### config.mk
export PLATFORM = sky130hd
export DESIGN_NAME = aq_gemac_tx_ctrl_flat
export DESIGN_NICKNAME = d
export VERILOG_FILES = /design/src/rtl/aq_gemac_tx_ctrl_if.sv /design/src/rtl/aq_gemac_tx_ctrl.sv /design/src/flat_wrapper.sv
export SDC_FILE = /design/constraint.sdc
export NUM_CORES = 1
export LEC_CHECK = 0
export ABC_AREA = 1
export CAP_MARGIN = 20
export CORE_MARGIN = 2
export CORE_UTILIZATION = 35
export CTS_BUF_LIST = sky130_fd_sc_hd__clkbuf_4 sky130_fd_sc_hd__clkbuf_8
export CTS_CLUSTER_DIAMETER = 60
export DETAILED_ROUTE_END_ITERATION = 8
export GPL_TIMING_DRIVEN = 0
export SYNTH_ARGS = -nofsm -noshare
export SYNTH_HDL_FRONTEND = slang
export SYNTH_SLANG_ARGS = --single-unit
### constraint.sdc
create_clock -name CLK -period 2 [get_ports CLK]
set_clock_uncertainty 0.15 [all_clocks]
set_input_delay 0.3 -clock CLK [delete_from_list [all_inputs] [get_ports CLK]]
set_output_delay 0.3 -clock CLK [all_outputs]
set_load 0.02 [all_outputs]
### src/rtl/aq_gemac_tx_ctrl_if.sv
// Byte-stream handshake between the TX buffer and the GEMAC transmit framer.
// The master presents bytes; the slave accepts one on each cycle where S_VALID and S_READY are both high.
interface aq_gemac_tx_ctrl_if;
    logic       S_VALID;
    logic [7:0] S_DATA;
    logic       S_LAST;
    logic       S_READY;

    modport master (output S_VALID, output S_DATA, output S_LAST, input S_READY);
    modport slave  (input S_VALID, input S_DATA, input S_LAST, output S_READY);
endinterface

### src/rtl/aq_gemac_tx_ctrl.sv
// GEMAC transmit framer: preamble, SFD, payload, zero pad, FCS and inter-frame gap onto GMII.
// Sequences the external TX CRC engine; every GMII output is registered one cycle behind the state.
module aq_gemac_tx_ctrl #(
    parameter int PREAMBLE_LEN = 7,
    parameter int MIN_FRAME    = 60,
    parameter int IFG_BYTES    = 12
) (
    input  logic              RST_N,
    input  logic              CLK,
    input  logic              ENABLE,
    aq_gemac_tx_ctrl_if.slave stream,
    output logic              CRC_INIT,
    output logic [7:0]        CRC_DATA,
    output logic              CRC_ENABLE,
    output logic              CRC_RD,
    input  logic [7:0]        CRC_OUT,
    input  logic              CRC_END,
    output logic [7:0]        GMII_TXD,
    output logic              GMII_TX_EN,
    output logic              GMII_TX_ER,
    output logic              TX_BUSY,
    output logic              FRAME_DONE,
    output logic              UNDERRUN
);

    typedef enum logic [2:0] {
        ST_IDLE, ST_PRE, ST_SFD, ST_DATA, ST_PAD, ST_FCS, ST_DRAIN, ST_IFG
    } state_t;

    state_t      state, state_nxt;
    logic [10:0] byte_cnt, byte_cnt_nxt;
    logic [10:0] byte_inc;
    logic [7:0]  phase, phase_nxt;
    logic [7:0]  txd_nxt;
    logic        tx_en_nxt, tx_er_nxt;

    // Frame length counter saturates rather than wrapping on jumbo payloads.
    assign byte_inc = (byte_cnt == 11'h7FF) ? byte_cnt : byte_cnt + 11'd1;
    assign TX_BUSY  = (state != ST_IDLE);

    // NOTE: state and wire registers use non-blocking assignments so every register samples pre-edge values.
    always_ff @(posedge CLK or negedge RST_N) begin
        if (!RST_N) begin
            state      <= ST_IDLE;
            byte_cnt   <= 11'd0;
            phase      <= 8'd0;
            GMII_TXD   <= 8'h00;
            GMII_TX_EN <= 1'b0;
            GMII_TX_ER <= 1'b0;
        end else begin
            state      <= state_nxt;
            byte_cnt   <= byte_cnt_nxt;
            phase      <= phase_nxt;
            GMII_TXD   <= txd_nxt;
            GMII_TX_EN <= tx_en_nxt;
            GMII_TX_ER <= tx_er_nxt;
        end
    end

    // NOTE: every signal gets a default before the case so no path leaves one unassigned (no latches).
    always_comb begin
        state_nxt      = state;
        byte_cnt_nxt   = byte_cnt;
        phase_nxt      = phase;
        txd_nxt        = 8'h00;
        tx_en_nxt      = GMII_TX_EN;
        tx_er_nxt      = 1'b0;
        stream.S_READY = 1'b0;
        CRC_INIT       = 1'b0;
        CRC_DATA       = 8'h00;
        CRC_ENABLE     = 1'b0;
        CRC_RD         = 1'b0;
        FRAME_DONE     = 1'b0;
        UNDERRUN       = 1'b0;

        case (state)
            ST_IDLE: begin
                CRC_INIT  = 1'b1;
                tx_en_nxt = 1'b0;
                if (ENABLE && stream.S_VALID) begin
                    txd_nxt   = 8'h55;
                    tx_en_nxt = 1'b1;
                    phase_nxt = 8'd1;
                    state_nxt = ST_PRE;
                end
            end
            ST_PRE: begin
                txd_nxt   = 8'h55;
                phase_nxt = phase + 8'd1;
                if (phase >= 8'(PREAMBLE_LEN - 1)) state_nxt = ST_SFD;
            end
            ST_SFD: begin
                txd_nxt      = 8'hD5;
                byte_cnt_nxt = 11'd0;
                state_nxt    = ST_DATA;
            end
            ST_DATA: begin
                stream.S_READY = 1'b1;
                if (stream.S_VALID) begin
                    txd_nxt      = stream.S_DATA;
                    CRC_ENABLE   = 1'b1;
                    CRC_DATA     = stream.S_DATA;
                    byte_cnt_nxt = byte_inc;
                    if (stream.S_LAST)
                        state_nxt = (byte_inc < 11'(MIN_FRAME)) ? ST_PAD : ST_FCS;
                end else begin
                    // Starved mid-frame: flag the wire byte as an error and abandon the FCS.
                    tx_er_nxt = 1'b1;
                    UNDERRUN  = 1'b1;
                    state_nxt = ST_DRAIN;
                end
            end
            ST_PAD: begin
                CRC_ENABLE   = 1'b1;
                byte_cnt_nxt = byte_inc;
                if (byte_inc >= 11'(MIN_FRAME)) state_nxt = ST_FCS;
            end
            ST_FCS: begin
                CRC_RD  = 1'b1;
                txd_nxt = CRC_OUT;
                if (CRC_END) begin
                    FRAME_DONE = 1'b1;
                    phase_nxt  = 8'd0;
                    state_nxt  = ST_IFG;
                end
            end
            ST_DRAIN: begin
                tx_en_nxt      = 1'b0;
                stream.S_READY = 1'b1;
                if (stream.S_VALID && stream.S_LAST) begin
                    phase_nxt = 8'd0;
                    state_nxt = ST_IFG;
                end
            end
            ST_IFG: begin
                // IFG_BYTES cycles here; the IDLE decision cycle is the last low cycle on the wire.
                tx_en_nxt = 1'b0;
                phase_nxt = phase + 8'd1;
                if (phase >= 8'(IFG_BYTES - 1)) state_nxt = ST_IDLE;
            end
            default: state_nxt = ST_IDLE;
        endcase
    end

endmodule
### src/flat_wrapper.sv
// flat-port wrapper written by rule: the top's interface ports become plain ports
module aq_gemac_tx_ctrl_flat 
#(
    parameter int PREAMBLE_LEN = 7,
    parameter int MIN_FRAME    = 60,
    parameter int IFG_BYTES    = 12
)
  (RST_N, CLK, ENABLE, CRC_INIT, CRC_DATA, CRC_ENABLE, CRC_RD, CRC_OUT, CRC_END, GMII_TXD, GMII_TX_EN, GMII_TX_ER, TX_BUSY, FRAME_DONE, UNDERRUN, stream_S_VALID, stream_S_DATA, stream_S_LAST, stream_S_READY);
  aq_gemac_tx_ctrl_if stream_i ();
  input  logic RST_N;
  input  logic CLK;
  input  logic ENABLE;
  output logic CRC_INIT;
  output logic [7:0] CRC_DATA;
  output logic CRC_ENABLE;
  output logic CRC_RD;
  input  logic [7:0] CRC_OUT;
  input  logic CRC_END;
  output logic [7:0] GMII_TXD;
  output logic GMII_TX_EN;
  output logic GMII_TX_ER;
  output logic TX_BUSY;
  output logic FRAME_DONE;
  output logic UNDERRUN;
  input wire logic [$bits(stream_i.S_VALID)-1:0] stream_S_VALID;
  input wire logic [$bits(stream_i.S_DATA)-1:0] stream_S_DATA;
  input wire logic [$bits(stream_i.S_LAST)-1:0] stream_S_LAST;
  output wire logic [$bits(stream_i.S_READY)-1:0] stream_S_READY;
  assign stream_i.S_VALID = stream_S_VALID;
  assign stream_i.S_DATA = stream_S_DATA;
  assign stream_i.S_LAST = stream_S_LAST;
  assign stream_S_READY = stream_i.S_READY;
  aq_gemac_tx_ctrl #(.PREAMBLE_LEN(PREAMBLE_LEN), .MIN_FRAME(MIN_FRAME), .IFG_BYTES(IFG_BYTES)) u_core (.RST_N(RST_N), .CLK(CLK), .ENABLE(ENABLE), .stream(stream_i), .CRC_INIT(CRC_INIT), .CRC_DATA(CRC_DATA), .CRC_ENABLE(CRC_ENABLE), .CRC_RD(CRC_RD), .CRC_OUT(CRC_OUT), .CRC_END(CRC_END), .GMII_TXD(GMII_TXD), .GMII_TX_EN(GMII_TX_EN), .GMII_TX_ER(GMII_TX_ER), .TX_BUSY(TX_BUSY), .FRAME_DONE(FRAME_DONE), .UNDERRUN(UNDERRUN));
endmodule
# Word level (Yosys, flattened, before mapping)
# Cells that the tools add are included.
# totals
regBits	32
input_bits	22
output_inout_bits	25
elab_cells	73
# classes
addsub	2
order_cmp	4
eq_ne	16
muxes	32
n_reduce_logical	13
# op_table
op	count
8-bit 2-to-1 mux	5
8-bit one-hot mux with 5 select lines	1
11-bit one-hot mux with 3 select lines	1
8-bit one-hot mux with 4 select lines	1
3-bit 2-to-1 mux	8
3-bit one-hot mux with 8 select lines	1
11-bit 2-to-1 mux	2
3-bit equality test (second input constant)	4
11-bit by 1-bit adder with 11-bit output (second input constant)	1
11-bit equality test (second input constant)	1
11-bit by 6-bit >= comparator with 1-bit output (second input constant)	1
11-bit by 6-bit less-than comparator with 1-bit output (second input constant)	1
1-bit 2-to-1 mux	10
2-bit by 1-bit != test with 1-bit output (second input constant)	5
8-bit by 1-bit adder with 8-bit output (second input constant)	1
8-bit by 3-bit >= comparator with 1-bit output (second input constant)	1
8-bit by 4-bit >= comparator with 1-bit output (second input constant)	1
7-bit 2-to-1 mux	1
7-bit AND reduction	1
3-bit by 2-bit equality test with 1-bit output (second input constant)	2
3-bit nonzero test	2
2-bit OR reduction	3
2-bit != test (second input constant)	2
1-bit one-hot mux with 2 select lines	2
8 further kinds	9

# Depth between registers and ports, before layout
# logic_depth
word_depth	7
depth_mapped	15
ltp_nobuf	14

# Worst setup path after synthesis
# No wires, ideal clock.
# synth_path
kind	register -> register
from	register u_core.byte_cnt[0]
to	register u_core.state[2]
arrival_ps	1637
required_time_ps	1734
slack_ps	96
path_stages_with_launch	13
path_buffers	0
period_less_slack_ps	1904
path_cell_list	dfrtp_1 ha_1 nand2_2 nor2_4 nand2_1 xor2_1 nand3_1 nor2_1 nand3_2 nand2_4 inv_2 nand2_1 nand2_1
# synth_via
elab_chain_len	5
word_cells_on_any_way	6
# synth_rtl
item	line	source
from (decl)	aq_gemac_tx_ctrl.sv:31	logic [10:0] byte_cnt, byte_cnt_nxt;
from (signal assigned)	aq_gemac_tx_ctrl.sv:52	byte_cnt <= byte_cnt_nxt;
11-bit by 1-bit adder with 11-bit output or 11-bit equality test (tied branches)	aq_gemac_tx_ctrl.sv:38	assign byte_inc = (byte_cnt == 11'h7FF) ? byte_cnt : byte_cnt + 11'd1;
11-bit 2-to-1 mux (*)	aq_gemac_tx_ctrl.sv:38	
11-bit by 6-bit >= comparator with 1-bit output (*)	aq_gemac_tx_ctrl.sv:116	if (byte_inc >= 11'(MIN_FRAME)) state_nxt = ST_FCS;
2-bit by 1-bit != test with 1-bit output (no source line) (*)	n/a	
7-bit AND reduction (no source line) (*)	n/a	
to (signal assigned)	aq_gemac_tx_ctrl.sv:51	state <= state_nxt;
to (decl)	aq_gemac_tx_ctrl.sv:30	state_t state, state_nxt;
# Mark *: on every way between the ends. The rest lies on a longest branch, timed or not.
# A chain may end at the register's enable or synchronous reset.

# Worst setup path in the final report
# layout_path
from	register u_core.state[0]
to	output CRC_DATA[6]
# layout_via
elab_chain_len	2
# layout_rtl
item	line	source
3-bit by 2-bit equality test with 1-bit output	aq_gemac_tx_ctrl.sv:76	case (state)
8-bit 2-to-1 mux	aq_gemac_tx_ctrl.sv:76	
to (decl)	flat_wrapper.sv:14	output logic [7:0] CRC_DATA;
# Every way passes these cells.

==> results.toml <==
[routing]
drt_wl_total_um = 5590
firstDrtPassIters = 5
via_count = 2066
wire_per_inst_um = 13.0
drc = 0
drt-initial-drc-count = 78
postRouteAntennaNets = 0
viasPerCell = 4.82

[sta]
slew_violations = 0
hold_viol_final = 0
period_minus_slack_ns = 2.01
post-route-period-util_pct = 100
rsz0062_at_grt = "yes"
tightest_slew_ns = 0.735
fmax_mhz = 498
setup_viol = 2
setup_ws_ns = -0.00709
tns_ns = -0.0138
relSlewSlack_pct = 51.0

[synthesis]
synth_warnings = 0
ys_async_sr_fraction_pct = 100
synth_edf_count = 0
ys_seq_elements = 32
syn-instance-count = 280
avgSynthCellArea_um2 = 7.18
synth_nets = 305
yosysUniqueCellTypes = 32
synth-seq-area-share_pct = 39.8
synthFlopType = "dfrtp_1"
syn_area_um2 = 2010

[clock_tree]
clkSlewWorstSetupHoldPaths_ns = 0.07
cts_buffer_depth = 2
cts_tree = "yes"
htreeDepth = 2
worstSkewPairLatency_ns = 0.29
clock-sinks = 32
cts_buffers = 5
clk_root_buffer_cell = "clkbuf_8"

[place]
place.gp.congestion = 0.891
placed_area_um2 = 2560
pre_cts_slack_ns = -0.523
dp_hpwl_um = 3670
io_buffers = 46

[setup_path]
r2r_setup_slack_ns = 0.04
start_kind = "flop"
crit_chain = "buf_6 -> nand2_4 -> nor2_4 -> inv_4 -> nor2_8 -> buf_6 -> nand2_4 -> inv_2 -> buf_6"
crit_fanout = 5
worst_path_most_repeated_cell = "buf_6"
crit_arrival_ns = 1.56
crit_type = "flop to output port"
required_ns = 1.55
endpoint_kind = "output port"
slowest_stage = "dfrtp_2"
max_stage_delay_ns = 0.42

[grt]
grt_pass1_vias = 1885
grt_antenna_before_repair = 0
grt.total_usage_pct = 17.4
grt_pass1_wl_um = 8600
grt_max_degree = 33
grt_overflow = 0

[layout]
area_delta_synth_final_pct = 50.2
antenna_cells = 0
finish.instance_area_um2 = 3020
nNetsFinal = 381
drive_above_1_share_pct = 28.6

[power]
power_leakage_nw = 1.48
p_per_area_nw_per_um2 = 1250
vdd_ir_drop_max_v = 0.000886

[floorplanning]
dieHeight_um = 79.8
die_w_um = 79.8
coreArea_um2 = 5540
rows = 27
initial_core_util_pct = 36.3
ios = 47
dieArea_um2 = 6370

[outcome]
status = "complete, but fails checks"
violations = "setup timing"

[run]
drv_cap = 0

[min_path]
hold_path.class = "flop to flop"
## worst paths after layout
| kind | startpoint | endpoint | depth (start not counted) |
|---|---|---|---|
| setup / recovery | u_core.state[0] | CRC_DATA[6] | 9 |
| setup reg to reg | u_core.byte_cnt[1] | u_core.state[2] | 14 |
| hold reg to reg | u_core.GMII_TX_EN | u_core.GMII_TX_EN | 2 |
| max in group asynchronous | RST_N | u_core.state[1] | 2 |
| min in group asynchronous | RST_N | u_core.byte_cnt[2] | 2 |
| hold / removal | u_core.GMII_TX_EN | u_core.GMII_TX_EN | 2 |
## final cells by class
type | count | area, µm²
multi-input combinational | 193 | 1130
tap | 72 | 90.1
sequential | 32 | 805
timing repair buffer | 69 | 634
fill | 512 | 2520
clock inverter | 2 | 35.0
buffer | 4 | 45.0
clock buffer | 6 | 76.3
inverter | 51 | 204
## stage by stage
| stage | hold WS (ns) | std cells | power (mW) | utilization [%] |
|---|---|---|---|---|
| floorplan | -0.146 | 280 | 2.14 | - |
| global route | 0.399 | 429 | 4.04 | 54.5 |
| CTS | 0.353 | 417 | 3.48 | 49.3 |
| global placement | 0.348 | 398 | 2.76 | 46.2 |
| detailed placement | 0.267 | 398 | 2.76 | 46.1 |
| finish | 0.350 | 429 | 3.78 | 54.5 |
## cells in the mapped netlist, types with 2 or more instances
master / number / area share (%)
nand2_1: 74 / 14
inv_1: 46 / 8.6
dfrtp_1: 32 / 40
nor2_1: 31 / 5.8
nand3_1: 17 / 4.2
o21ai_0: 16 / 4.0
a21oi_1: 10 / 2.5
a31oi_1: 5 / 1.6
inv_2: 4 / 0.75
nand4_1: 4 / 1.2
o21ai_1: 4 / 1.0
ha_1: 3 / 1.9
nand2_2: 3 / 0.93
nor2_2: 3 / 0.93
nor2_4: 3 / 1.7
nor3_1: 3 / 0.75
o22ai_1: 3 / 0.93
buf_4: 2 / 0.75
buf_6: 2 / 1.1
nand2_4: 2 / 1.1
xor2_1: 2 / 0.87
## cells in the final DEF (no fill, tap or decap), drive strengths merged, types with 2 or more instances in the layout
| cell | synthesis | routed |
|---|---|---|
| nand2 | 79 | 79 |
| inv | 51 | 51 |
| nor2 | 38 | 38 |
| buf | 4 | 37 |
| dfrtp | 32 | 32 |
| clkdlybuf4s50 | 0 | 29 |
| o21ai | 21 | 21 |
| nand3 | 19 | 19 |
| a21oi | 10 | 10 |
| clkbuf | 0 | 8 |
| a31oi | 5 | 5 |
| nand4 | 4 | 4 |
| nor3 | 3 | 3 |
| o22ai | 3 | 3 |
| dlygate4sd2 | 0 | 3 |
| ha | 3 | 3 |
| xor2 | 2 | 2 |
## cell families (layout without fill, tap and decap cells)
logic type / count (synthesis) / in the layout / share of synthesized area, %
compound gates: 43 / 43 / 12.3
xor+xnor: 3 / 3 / 1.31
fa+ha+maj: 3 / 3 / 1.87
buf+inv: 55 / 132 / 11.5
flops: 32 / 32 / 39.8
simple gates: 144 / 144 / 33.2
## layer usage
| metal | routed length, µm | global-route usage (%) | up-vias |
|---|---|---|---|
| li1 | - | - | 1034 |
| met5 | 0 | 0 | - |
| met2 | 2790 | 28.3 | 50 |
| met3 | 184 | 3.39 | 17 |
| met1 | 2470 | 23.2 | 965 |
| met4 | 138 | 6.10 | 0 |
## power by group
group | switching, mW | internal (mW) | total [mW] | leakage (nW)
Combinational | 1.30 | 0.878 | 2.18 | 1.00
Sequential | 0.133 | 0.831 | 0.964 | 0.422
Clock | 0.250 | 0.383 | 0.633 | 0.0586
## critical path: cells and delay by family (launching register included)
| family | cells | cell delay, ns |
|---|---|---|
| buf+inv | 5 | 0.47 |
| simple gates | 4 | 0.36 |
| flops | 1 | 0.42 |
## flip-flops by register name, summed over array words and instances, names as in the netlist
name	cells
u_core.phase	8
u_core.byte_cnt	11
u_core.state	3
u_core.GMII_TX_EN	1
u_core.GMII_TXD	8
u_core.GMII_TX_ER	1
## what timing repair did
action                                  in CTS  in global routing
endpoints found under the hold margin       32                  0
hold buffers                                 1                  0
pin swaps                                    3                 13
resized for setup                           59                 67
endpoints found under the setup margin      18                 23
setup buffers                               10                 12
(Power assumes the default switching activity.)
